[src/rtl/gearbox_pkg.sv]
// gearbox_pkg: shared constants and state encoding for the 67b->64b TX
// gearbox sequencer.
//   GB_IN_W   input block width (64b/67b word)
//   GB_OUT_W  datapath output width per cycle
//   GB_CNT_W  width of fill level and sequence counters
//   GB_STEP   fill growth on a load cycle (IN_W - OUT_W)
package gearbox_pkg;

  localparam int GB_IN_W  = 67;
  localparam int GB_OUT_W = 64;
  localparam int GB_CNT_W = 7;
  localparam int GB_STEP  = GB_IN_W - GB_OUT_W;

  typedef enum logic {
    IDLE = 1'b0,
    RUN  = 1'b1
  } gb_state_e;

endpackage

[src/rtl/gearbox_tx_ctrl_if.sv]
// gearbox_tx_ctrl_if: handshake and datapath-control bundle of the TX
// gearbox sequencer.
//   ENABLE, DATA_VALID          : upstream/control -> sequencer
//   DATA_READY                  : word consumed this cycle
//   GB_LOAD, GB_IDLE_FILL,
//   GB_SHIFT, GB_OUT_VALID      : datapath controls
//   SEQ_CNT, SEQ_WRAP           : 67-cycle sequence position / wrap pulse
//   UNDERFLOW                   : sticky upstream underflow flag
// slave = sequencer side, master = upstream/datapath side.
interface gearbox_tx_ctrl_if #(
  parameter int CNT_W = gearbox_pkg::GB_CNT_W
);
  logic             ENABLE;
  logic             DATA_VALID;
  logic             DATA_READY;
  logic             GB_LOAD;
  logic             GB_IDLE_FILL;
  logic [CNT_W-1:0] GB_SHIFT;
  logic             GB_OUT_VALID;
  logic [CNT_W-1:0] SEQ_CNT;
  logic             SEQ_WRAP;
  logic             UNDERFLOW;

  modport slave (
    input  ENABLE, DATA_VALID,
    output DATA_READY, GB_LOAD, GB_IDLE_FILL, GB_SHIFT, GB_OUT_VALID,
           SEQ_CNT, SEQ_WRAP, UNDERFLOW
  );

  modport master (
    output ENABLE, DATA_VALID,
    input  DATA_READY, GB_LOAD, GB_IDLE_FILL, GB_SHIFT, GB_OUT_VALID,
           SEQ_CNT, SEQ_WRAP, UNDERFLOW
  );
endinterface

[src/rtl/gearbox_fill_tracker.sv]
// gearbox_fill_tracker: bit-fill level f of the gearbox buffer plus the
// IN_W-long sequence counter.
//   USER_CLK  clock
//   RESET     synchronous active-high reset
//   step      advance one gearbox cycle; when low, f and seq flush to 0
//   fill      registered fill level f (barrel offset)
//   accept    f < OUT_W: a new input word is appended this cycle
//   seq       sequence position 0..IN_W-1
//   seq_wrap  seq is at IN_W-1
module gearbox_fill_tracker
  import gearbox_pkg::*;
#(
  parameter int IN_W  = GB_IN_W,
  parameter int OUT_W = GB_OUT_W,
  parameter int CNT_W = GB_CNT_W
) (
  input  logic             USER_CLK,
  input  logic             RESET,
  input  logic             step,
  output logic [CNT_W-1:0] fill,
  output logic             accept,
  output logic [CNT_W-1:0] seq,
  output logic             seq_wrap
);

  localparam logic [CNT_W-1:0] OUT_C  = CNT_W'(OUT_W);
  localparam logic [CNT_W-1:0] STEP_C = CNT_W'(IN_W - OUT_W);
  localparam logic [CNT_W-1:0] LAST_C = CNT_W'(IN_W - 1);

  assign accept   = (fill < OUT_C);
  assign seq_wrap = (seq == LAST_C);

  // Since gcd(IN_W,OUT_W)=1, f returns to 0 exactly when seq wraps, so the
  // two registers stay aligned without cross-checking each other.
  always_ff @(posedge USER_CLK) begin
    if (RESET || !step) begin
      fill <= '0;
      seq  <= '0;
    end else begin
      fill <= accept ? fill + STEP_C : fill - OUT_C;
      seq  <= seq_wrap ? '0 : seq + 1'b1;
    end
  end

endmodule

[src/rtl/gearbox_tx_ctrl.sv]
// gearbox_tx_ctrl: sequencer for the 67b->64b Interlaken TX gearbox.
//   USER_CLK  sole clock, rising edge
//   RESET     synchronous active-high reset
//   gb        gearbox_tx_ctrl_if.slave: ENABLE/DATA_VALID in; DATA_READY,
//             GB_LOAD, GB_IDLE_FILL, GB_SHIFT, GB_OUT_VALID, SEQ_CNT,
//             SEQ_WRAP, UNDERFLOW out
// IDLE holds everything at 0; RUN steps the fill tracker every cycle. A
// missing upstream word on a load cycle is replaced by idle fill and the
// sequence still advances so the framing period is preserved.
module gearbox_tx_ctrl
  import gearbox_pkg::*;
#(
  parameter int IN_W  = GB_IN_W,
  parameter int OUT_W = GB_OUT_W,
  parameter int CNT_W = GB_CNT_W
) (
  input  logic                USER_CLK,
  input  logic                RESET,
  gearbox_tx_ctrl_if.slave    gb
);

  gb_state_e        state_q, state_d;
  logic             run;
  logic             step;
  logic             accept;
  logic [CNT_W-1:0] fill;
  logic [CNT_W-1:0] seq;
  logic             seq_wrap;
  logic             out_vld_q;
  logic             uflow_q;
  logic             load;
  logic             idle_fill;

  // ---------------------------------------------------------------- FSM
  always_ff @(posedge USER_CLK) begin
    if (RESET) state_q <= IDLE;
    else       state_q <= state_d;
  end

  always_comb begin
    state_d   = state_q;
    run       = 1'b0;
    load      = 1'b0;
    idle_fill = 1'b0;
    case (state_q)
      IDLE: begin
        if (gb.ENABLE) state_d = RUN;
      end
      RUN: begin
        run       = 1'b1;
        load      = accept;
        // Same-cycle substitution: the datapath swaps in idle fill for the
        // very word slot that upstream failed to supply.
        idle_fill = accept & ~gb.DATA_VALID;
        if (!gb.ENABLE) state_d = IDLE;
      end
      default: state_d = IDLE;
    endcase
  end

  // Tracker advances only while staying in RUN; any other case flushes it,
  // which also guarantees f=0/seq=0 on the first RUN cycle.
  assign step = run & gb.ENABLE;

  gearbox_fill_tracker #(
    .IN_W  (IN_W),
    .OUT_W (OUT_W),
    .CNT_W (CNT_W)
  ) u_fill (
    .USER_CLK (USER_CLK),
    .RESET    (RESET),
    .step     (step),
    .fill     (fill),
    .accept   (accept),
    .seq      (seq),
    .seq_wrap (seq_wrap)
  );

  // Output becomes meaningful one cycle after the first load.
  always_ff @(posedge USER_CLK) begin
    if (RESET) out_vld_q <= 1'b0;
    else       out_vld_q <= step;
  end

  always_ff @(posedge USER_CLK) begin
    if (RESET)          uflow_q <= 1'b0;
    else if (idle_fill) uflow_q <= 1'b1;
  end

  assign gb.DATA_READY   = load;
  assign gb.GB_LOAD      = load;
  assign gb.GB_IDLE_FILL = idle_fill;
  assign gb.GB_SHIFT     = fill;
  assign gb.GB_OUT_VALID = out_vld_q;
  assign gb.SEQ_CNT      = seq;
  assign gb.SEQ_WRAP     = run & seq_wrap;
  assign gb.UNDERFLOW    = uflow_q;

endmodule
[src/flat_wrapper.sv]
// flat-port wrapper written by rule: the top's interface ports become plain ports
module gearbox_tx_ctrl_flat import gearbox_pkg::*;
#(
  parameter int IN_W  = GB_IN_W,
  parameter int OUT_W = GB_OUT_W,
  parameter int CNT_W = GB_CNT_W
)
  (USER_CLK, RESET, gb_ENABLE, gb_DATA_VALID, gb_DATA_READY, gb_GB_LOAD, gb_GB_IDLE_FILL, gb_GB_SHIFT, gb_GB_OUT_VALID, gb_SEQ_CNT, gb_SEQ_WRAP, gb_UNDERFLOW);
  gearbox_tx_ctrl_if #(.CNT_W(CNT_W)) gb_i ();
  input  logic USER_CLK;
  input  logic RESET;
  input wire logic [$bits(gb_i.ENABLE)-1:0] gb_ENABLE;
  input wire logic [$bits(gb_i.DATA_VALID)-1:0] gb_DATA_VALID;
  output wire logic [$bits(gb_i.DATA_READY)-1:0] gb_DATA_READY;
  output wire logic [$bits(gb_i.GB_LOAD)-1:0] gb_GB_LOAD;
  output wire logic [$bits(gb_i.GB_IDLE_FILL)-1:0] gb_GB_IDLE_FILL;
  output wire logic [$bits(gb_i.GB_SHIFT)-1:0] gb_GB_SHIFT;
  output wire logic [$bits(gb_i.GB_OUT_VALID)-1:0] gb_GB_OUT_VALID;
  output wire logic [$bits(gb_i.SEQ_CNT)-1:0] gb_SEQ_CNT;
  output wire logic [$bits(gb_i.SEQ_WRAP)-1:0] gb_SEQ_WRAP;
  output wire logic [$bits(gb_i.UNDERFLOW)-1:0] gb_UNDERFLOW;
  assign gb_i.ENABLE = gb_ENABLE;
  assign gb_i.DATA_VALID = gb_DATA_VALID;
  assign gb_DATA_READY = gb_i.DATA_READY;
  assign gb_GB_LOAD = gb_i.GB_LOAD;
  assign gb_GB_IDLE_FILL = gb_i.GB_IDLE_FILL;
  assign gb_GB_SHIFT = gb_i.GB_SHIFT;
  assign gb_GB_OUT_VALID = gb_i.GB_OUT_VALID;
  assign gb_SEQ_CNT = gb_i.SEQ_CNT;
  assign gb_SEQ_WRAP = gb_i.SEQ_WRAP;
  assign gb_UNDERFLOW = gb_i.UNDERFLOW;
  gearbox_tx_ctrl #(.IN_W(IN_W), .OUT_W(OUT_W), .CNT_W(CNT_W)) u_core (.USER_CLK(USER_CLK), .RESET(RESET), .gb(gb_i));
endmodule
[config.mk]
export PLATFORM = sky130hd
export DESIGN_NAME = gearbox_tx_ctrl_flat
export DESIGN_NICKNAME = d
export VERILOG_FILES = /design/src/rtl/gearbox_pkg.sv /design/src/rtl/gearbox_tx_ctrl_if.sv /design/src/rtl/gearbox_fill_tracker.sv /design/src/rtl/gearbox_tx_ctrl.sv /design/src/flat_wrapper.sv
export SDC_FILE = /design/constraint.sdc
export NUM_CORES = 1
export LEC_CHECK = 0
export CAP_MARGIN = 20
export CORE_MARGIN = 2
export CORE_UTILIZATION = 43
export DETAILED_ROUTE_END_ITERATION = 16
export GPL_TIMING_DRIVEN = 1
export HOLD_SLACK_MARGIN = 0.02
export PLACE_DENSITY_LB_ADDON = 0.3
export SKIP_LAST_GASP = 1
export SYNTH_ARGS = -nofsm -noshare
export SYNTH_HDL_FRONTEND = slang
export SYNTH_SLANG_ARGS = --single-unit
[constraint.sdc]
create_clock -name USER_CLK -period 1.5 [get_ports USER_CLK]
set_input_delay 0.3 -clock USER_CLK [delete_from_list [all_inputs] [get_ports USER_CLK]]
set_output_delay 0.3 -clock USER_CLK [all_outputs]
set_load 0.01 [all_outputs]
# Yosys cells after proc, flatten, opt, wreduce, memory -nomap -nowiden
# Index checks and enable logic that the tools add are counted.
dict set report classes {
  n_lt_le_gt_ge 1
  mux 5
  reduce_logical 3
  eq_ne 1
  n_bitwise 4
  addsub 3
}
# op n
set ops {}
lappend ops {{adder 7 x 1 -> 7 bit, second input constant} 1}
lappend ops {{adder 7 x 2 -> 7 bit, second input constant} 1}
lappend ops {{equality test 7 bit, second input constant} 1}
lappend ops {{less-than comparator 7 bit, second input constant} 1}
lappend ops {{2-to-1 mux 7 bit} 1}
lappend ops {{subtractor 7 bit, second input constant} 1}
lappend ops {{2-to-1 mux 1 bit} 4}
lappend ops {{bitwise AND 1 bit} 3}
lappend ops {{OR reduction 2 bit} 1}
lappend ops {{zero test 1 bit} 1}
lappend ops {{logical OR 1 bit} 1}
lappend ops {{NOT 1 bit} 1}
dict set report totals {
  output_inout_bits 20
  word_cells 22
  ff_bits 17
}

# Depth between registers and ports, before layout
dict set report logic_depth {
  depth_word 5
  ltp_mapped 5
  mapped_depth_nobuf 5
}

# Cells and area by module
# A second synthesis with hierarchy kept.
dict set report unflattened {
  cells_unflattened 80
  hier_area_um2 744.5
}
# module cells_each n_inst area_each_um2
set modules_own_cells {}
lappend modules_own_cells {gearbox_fill_tracker 67 1 615.6}
lappend modules_own_cells {gearbox_tx_ctrl 13 1 128.9}

# Least setup slack after synthesis
# OpenSTA, ideal clock, no wires.
dict set report synth_path {
  path_kind {flip-flop to output port}
  start {register u_core.u_fill.seq[2]}
  end {output gb_SEQ_WRAP}
  t_required_ns 1.200
  stages_incl_launch_ff 3
  path_slack_ns 0.007
  t_arrival_ns 1.193
  path_cell_list {dfxtp_1 -> or4b_1 -> nor3_1}
}
dict set report synth_via {
  elab_chain_cells 2
}
# element line_no
set synth_lines {}
lappend synth_lines {{from (decl)} gearbox_fill_tracker.sv:22} ;# output logic [CNT_W-1:0] seq,
lappend synth_lines {{from (signal assigned)} gearbox_fill_tracker.sv:41} ;# seq <= seq_wrap ? '0 : seq + 1'b1;
lappend synth_lines {{equality test 7 bit} gearbox_fill_tracker.sv:31} ;# assign seq_wrap = (seq == LAST_C);
lappend synth_lines {{bitwise AND 1 bit} gearbox_tx_ctrl.sv:96} ;# assign gb.SEQ_WRAP = run & seq_wrap;
lappend synth_lines {{to (decl)} flat_wrapper.sv:20} ;# output wire logic [$bits(gb_i.SEQ_WRAP)-1:0] gb_SEQ_WRAP;
# Every way passes these cells.

# Worst setup path in the final report
# Same ends and word-level chain as after synthesis.

==> summary.txt <==
Outcome
  • Status: finished with violations
  • Violated checks: setup timing

Worst setup path
  • Max Fanout on Critical Path: 2
  • CP peak stage delay: 0.54 ns
  • Critical path cell sequence: or4b_4 > nor3_2 > buf_2
  • CP Capture Type: output port
  • Crit-path slowest cell: or4b_4
  • Worst path bufs/invs: 1
  • Critical path arrival: 1.43 ns
  • Setup crit start kind: flip-flop
  • Worst EP required: 1.20 ns
  • Top Family by Delay on Critical Path: simple AND/OR/NAND/NOR gates
  • Kind of critical path: reg2out

Die
  • Core ar.: 1524 um^2
  • Row count: 14
  • Die height: 44.48 um
  • Die W: 44.48 um
  • DIE AREA: 1978 um^2
  • # IOs: 24
  • Starting density of the core: 46.22%

Synthesis
  • Syn Nets: 83
  • Post-synthesis sequential area ratio: 48.31%
  • Synthesized area: 704.4 um^2
  • Async SR Flop Fraction: 0%
  • Synth Area in Adders: 5.329%
  • Compound-Gate Fraction of Synth Area: 9.414%
  • YS warnings: 0
  • Mux contribution to synthesized area: 0%
  • EDFF count, synth: 0
  • Cells after Synth: 76
  • Top cells by area, synth: dfxtp_1 48%, nor2_1 6.9%, ha_1 5.3%
  • Synth area leader: dfxtp_1
  • Primary FF master, synth: dfxtp_1
  • Largest family of logic cells by synthesized area: simple AND/OR/NAND/NOR gates
  • Post-Synth XOR/XNOR Area: 6.217%
  • Flops & latches, synth: 17
  • Avg Synthesized Cell Area: 9.269 um^2
  • Post-synth top area share: 48.31%
  • Synth Area in Simple Gates: 25.40%
  • Netlist cell types: 25

Clocking
  • Clk Latency, worst-skew pair: 0.29 ns
  • Post-CTS setup buffers: 0
  • CTS clk-pin slew, worst paths: 0.10 ns
  • TritonCTS Buffers: 3
  • Sink Count: 17
  • Clk buf depth: 2
  • Root Buffer: clkbuf_4
  • CTS tree: done
  • Depth of the CTS H-tree: 1

Drt
  • Vias: 643
  • Vias per Instance: 5.063
  • Final wirelength: 1546 um
  • Iter 0 DRT Violations: 5
  • Drt drc: 0
  • First-pass DRT Iterations: 4
  • DRT antenna net count: 0
  • Wire length per cell: 12.17 um

Power and ir drop
  • Proportion of power drawn by the clock network: 32.5%
  • Pwr dens: 727.2 nW/um^2
  • Sequential share of power: 61.3%
  • Psw: 170.1 uW
  • Sw Ratio: 22.64%
  • Cell-internal power: 581.4 uW
  • Leak: 0.0005066 uW
  • VDD IR max: 0.0006075 V
  • Overall Power: 751.6 uW
  • Combinational power share: 6.2%

STA
  • Final Hold Viols: 0
  • Skew final: 0.005732 ns
  • Worst Slack Setup Final: -0.2330 ns
  • Final Slew Violations: 0
  • Final Critical Period: 1.733 ns
  • F_max: 0.5770 GHz
  • Final setup fails: 1
  • Worst slew pin tran: 0.2855 ns
  • RSZ-0062 raised after global routing: true
  • Fin crit share: 115.5%
  • Max-slew headroom: 80.97%

Placed design
  • I/O Buffers: 23
  • DP HPWL: 1219 um
  • Final RePlAce weighted congestion: 0.7972

GRT
  • Pin count of the biggest net entering global routing: 11
  • First-pass GRT wire length: 2684 um
  • Initial antenna violation count: 0
  • Aggregate global-route resource usage: 18.81%
  • GRT overflow: 0
  • Vias in the first global route: 660

Layout
  • Nets: 119
  • Layout cells sized above 1: 25.23%
  • Antenna diodes: 0
  • # fillers: 135
  • Post-layout util: 67.82%
  • Multi-input gate area: 340.3 um^2
  • FF/Latch Area: 345.3 um^2
  • Synth-to-Final Area Change: 46.71%

Hold path
  • Min-delay worst type: reg2reg

Run
  • Maxcap violations: 0
## timing repair
action	4_1_cts	5_1_grt
endpoints found under the setup margin	18	7
resized for setup	29	3
hold buffers	0	0
pin swaps	0	1
## layout by cell type, fill, tap and decap left out, drive strengths merged
cell type / instances
nand2b: 2
dlygate4sd2: 15
xor2: 3
or4: 1
and4bb: 1
nor2b: 1
o21ai: 5
or4b: 1
o31ai: 1
nor3b: 1
dlymetal6s2s: 2
xnor2: 2
inv: 5
nor2: 13
clkbuf: 3
nand2: 4
nand3: 2
and4: 1
nor3: 1
or3: 4
dfxtp: 17
ha: 3
clkinv: 1
clkdlybuf4s50: 4
a21oi: 6
buf: 12
## power groups by stage
stage / clock network [uW] / logic, uW / registers [uW]
2_1_floorplan: 0 / 19.9 / 474
4_1_cts: 249 / 48.3 / 461
3_5_place_dp: 0 / 51.3 / 472
3_3_place_gp: 0 / 50.0 / 471
5_1_grt: 275 / 52.1 / 462
6_report: 244 / 46.7 / 461
## flip-flops by register name, indices dropped and copies added (netlist names)
name and count:
u_core.u_fill.seq 7, u_core.u_fill.fill 7, u_core.gb.UNDERFLOW 1, u_core.gb.GB_OUT_VALID 1, u_core.state_q 1
## per-stage QoR
stage | cell area (um^2) | std cells | TNS, ns | worst slack, ns | hold WS (ns)
floorplan | 704.4 | 76 | 0 | 0.007285 | 0.3724
global placement | 1011 | 123 | -0.6252 | -0.3240 | 0.4567
detailed placement | 1011 | 123 | -0.6895 | -0.3735 | 0.4732
CTS | 1035 | 127 | -0.2372 | -0.2372 | 0.4960
global route | 1033 | 127 | -0.3337 | -0.2871 | 0.5338
finish | 1033 | 127 | -0.2330 | -0.2330 | 0.4884
## kinds of logic (layout without fill, tap and decap cells)
family          count (synthesis)  in the layout
fa+ha+maj                       3              3
buf+inv                         7             42
simple gates                   32             32
xor+xnor                        5              5
flops                          17             17
compound gates                 12             12
## routing by layer
layer	global-route usage [%]	up-vias	wire [um]
li1	-	323	-
met2	32.46	22	781
met5	0	-	0
met3	4.898	5	95
met4	12.12	0	34
met1	19.95	293	634
## synthesized netlist by cell type, types with 2 or more instances
cell type,count
nand3_1,2
o21ai_0,4
nand2_1,4
dfxtp_1,17
nor2_1,13
ha_1,3
or3_2,2
xnor2_1,2
inv_1,5
or3_1,2
a21oi_1,6
xor2_1,3
## final cells by class
class	count	area share (%)
Tap cell	16	1.937
Clock inverter	1	0.4843
Inverter	5	1.816
Multi-Input combinational cell	52	32.93
Sequential cell	17	33.41
Clock buffer	3	2.179
Timing Repair Buffer	33	27.24
## final timing paths
| kind | from | cells past startpoint | to | slack, ns |
|---|---|---|---|---|
| hold / removal | u_core.gb.UNDERFLOW | 2 | u_core.gb.UNDERFLOW | 0.49 |
| setup / recovery | u_core.u_fill.seq[2] | 3 | gb_SEQ_WRAP | -0.23 |
| setup reg to reg | u_core.u_fill.seq[2] | 4 | u_core.u_fill.seq[4] | 0.04 |
| hold reg to reg | u_core.gb.UNDERFLOW | 2 | u_core.gb.UNDERFLOW | 0.49 |
## tightest hold or removal path: stages (launching register included)
cell,delay (ns)
dfxtp_1,0.34
nor2_1,0.05
nor2_1,0.07
No activity file was read; power rests on OpenSTA's default activity.
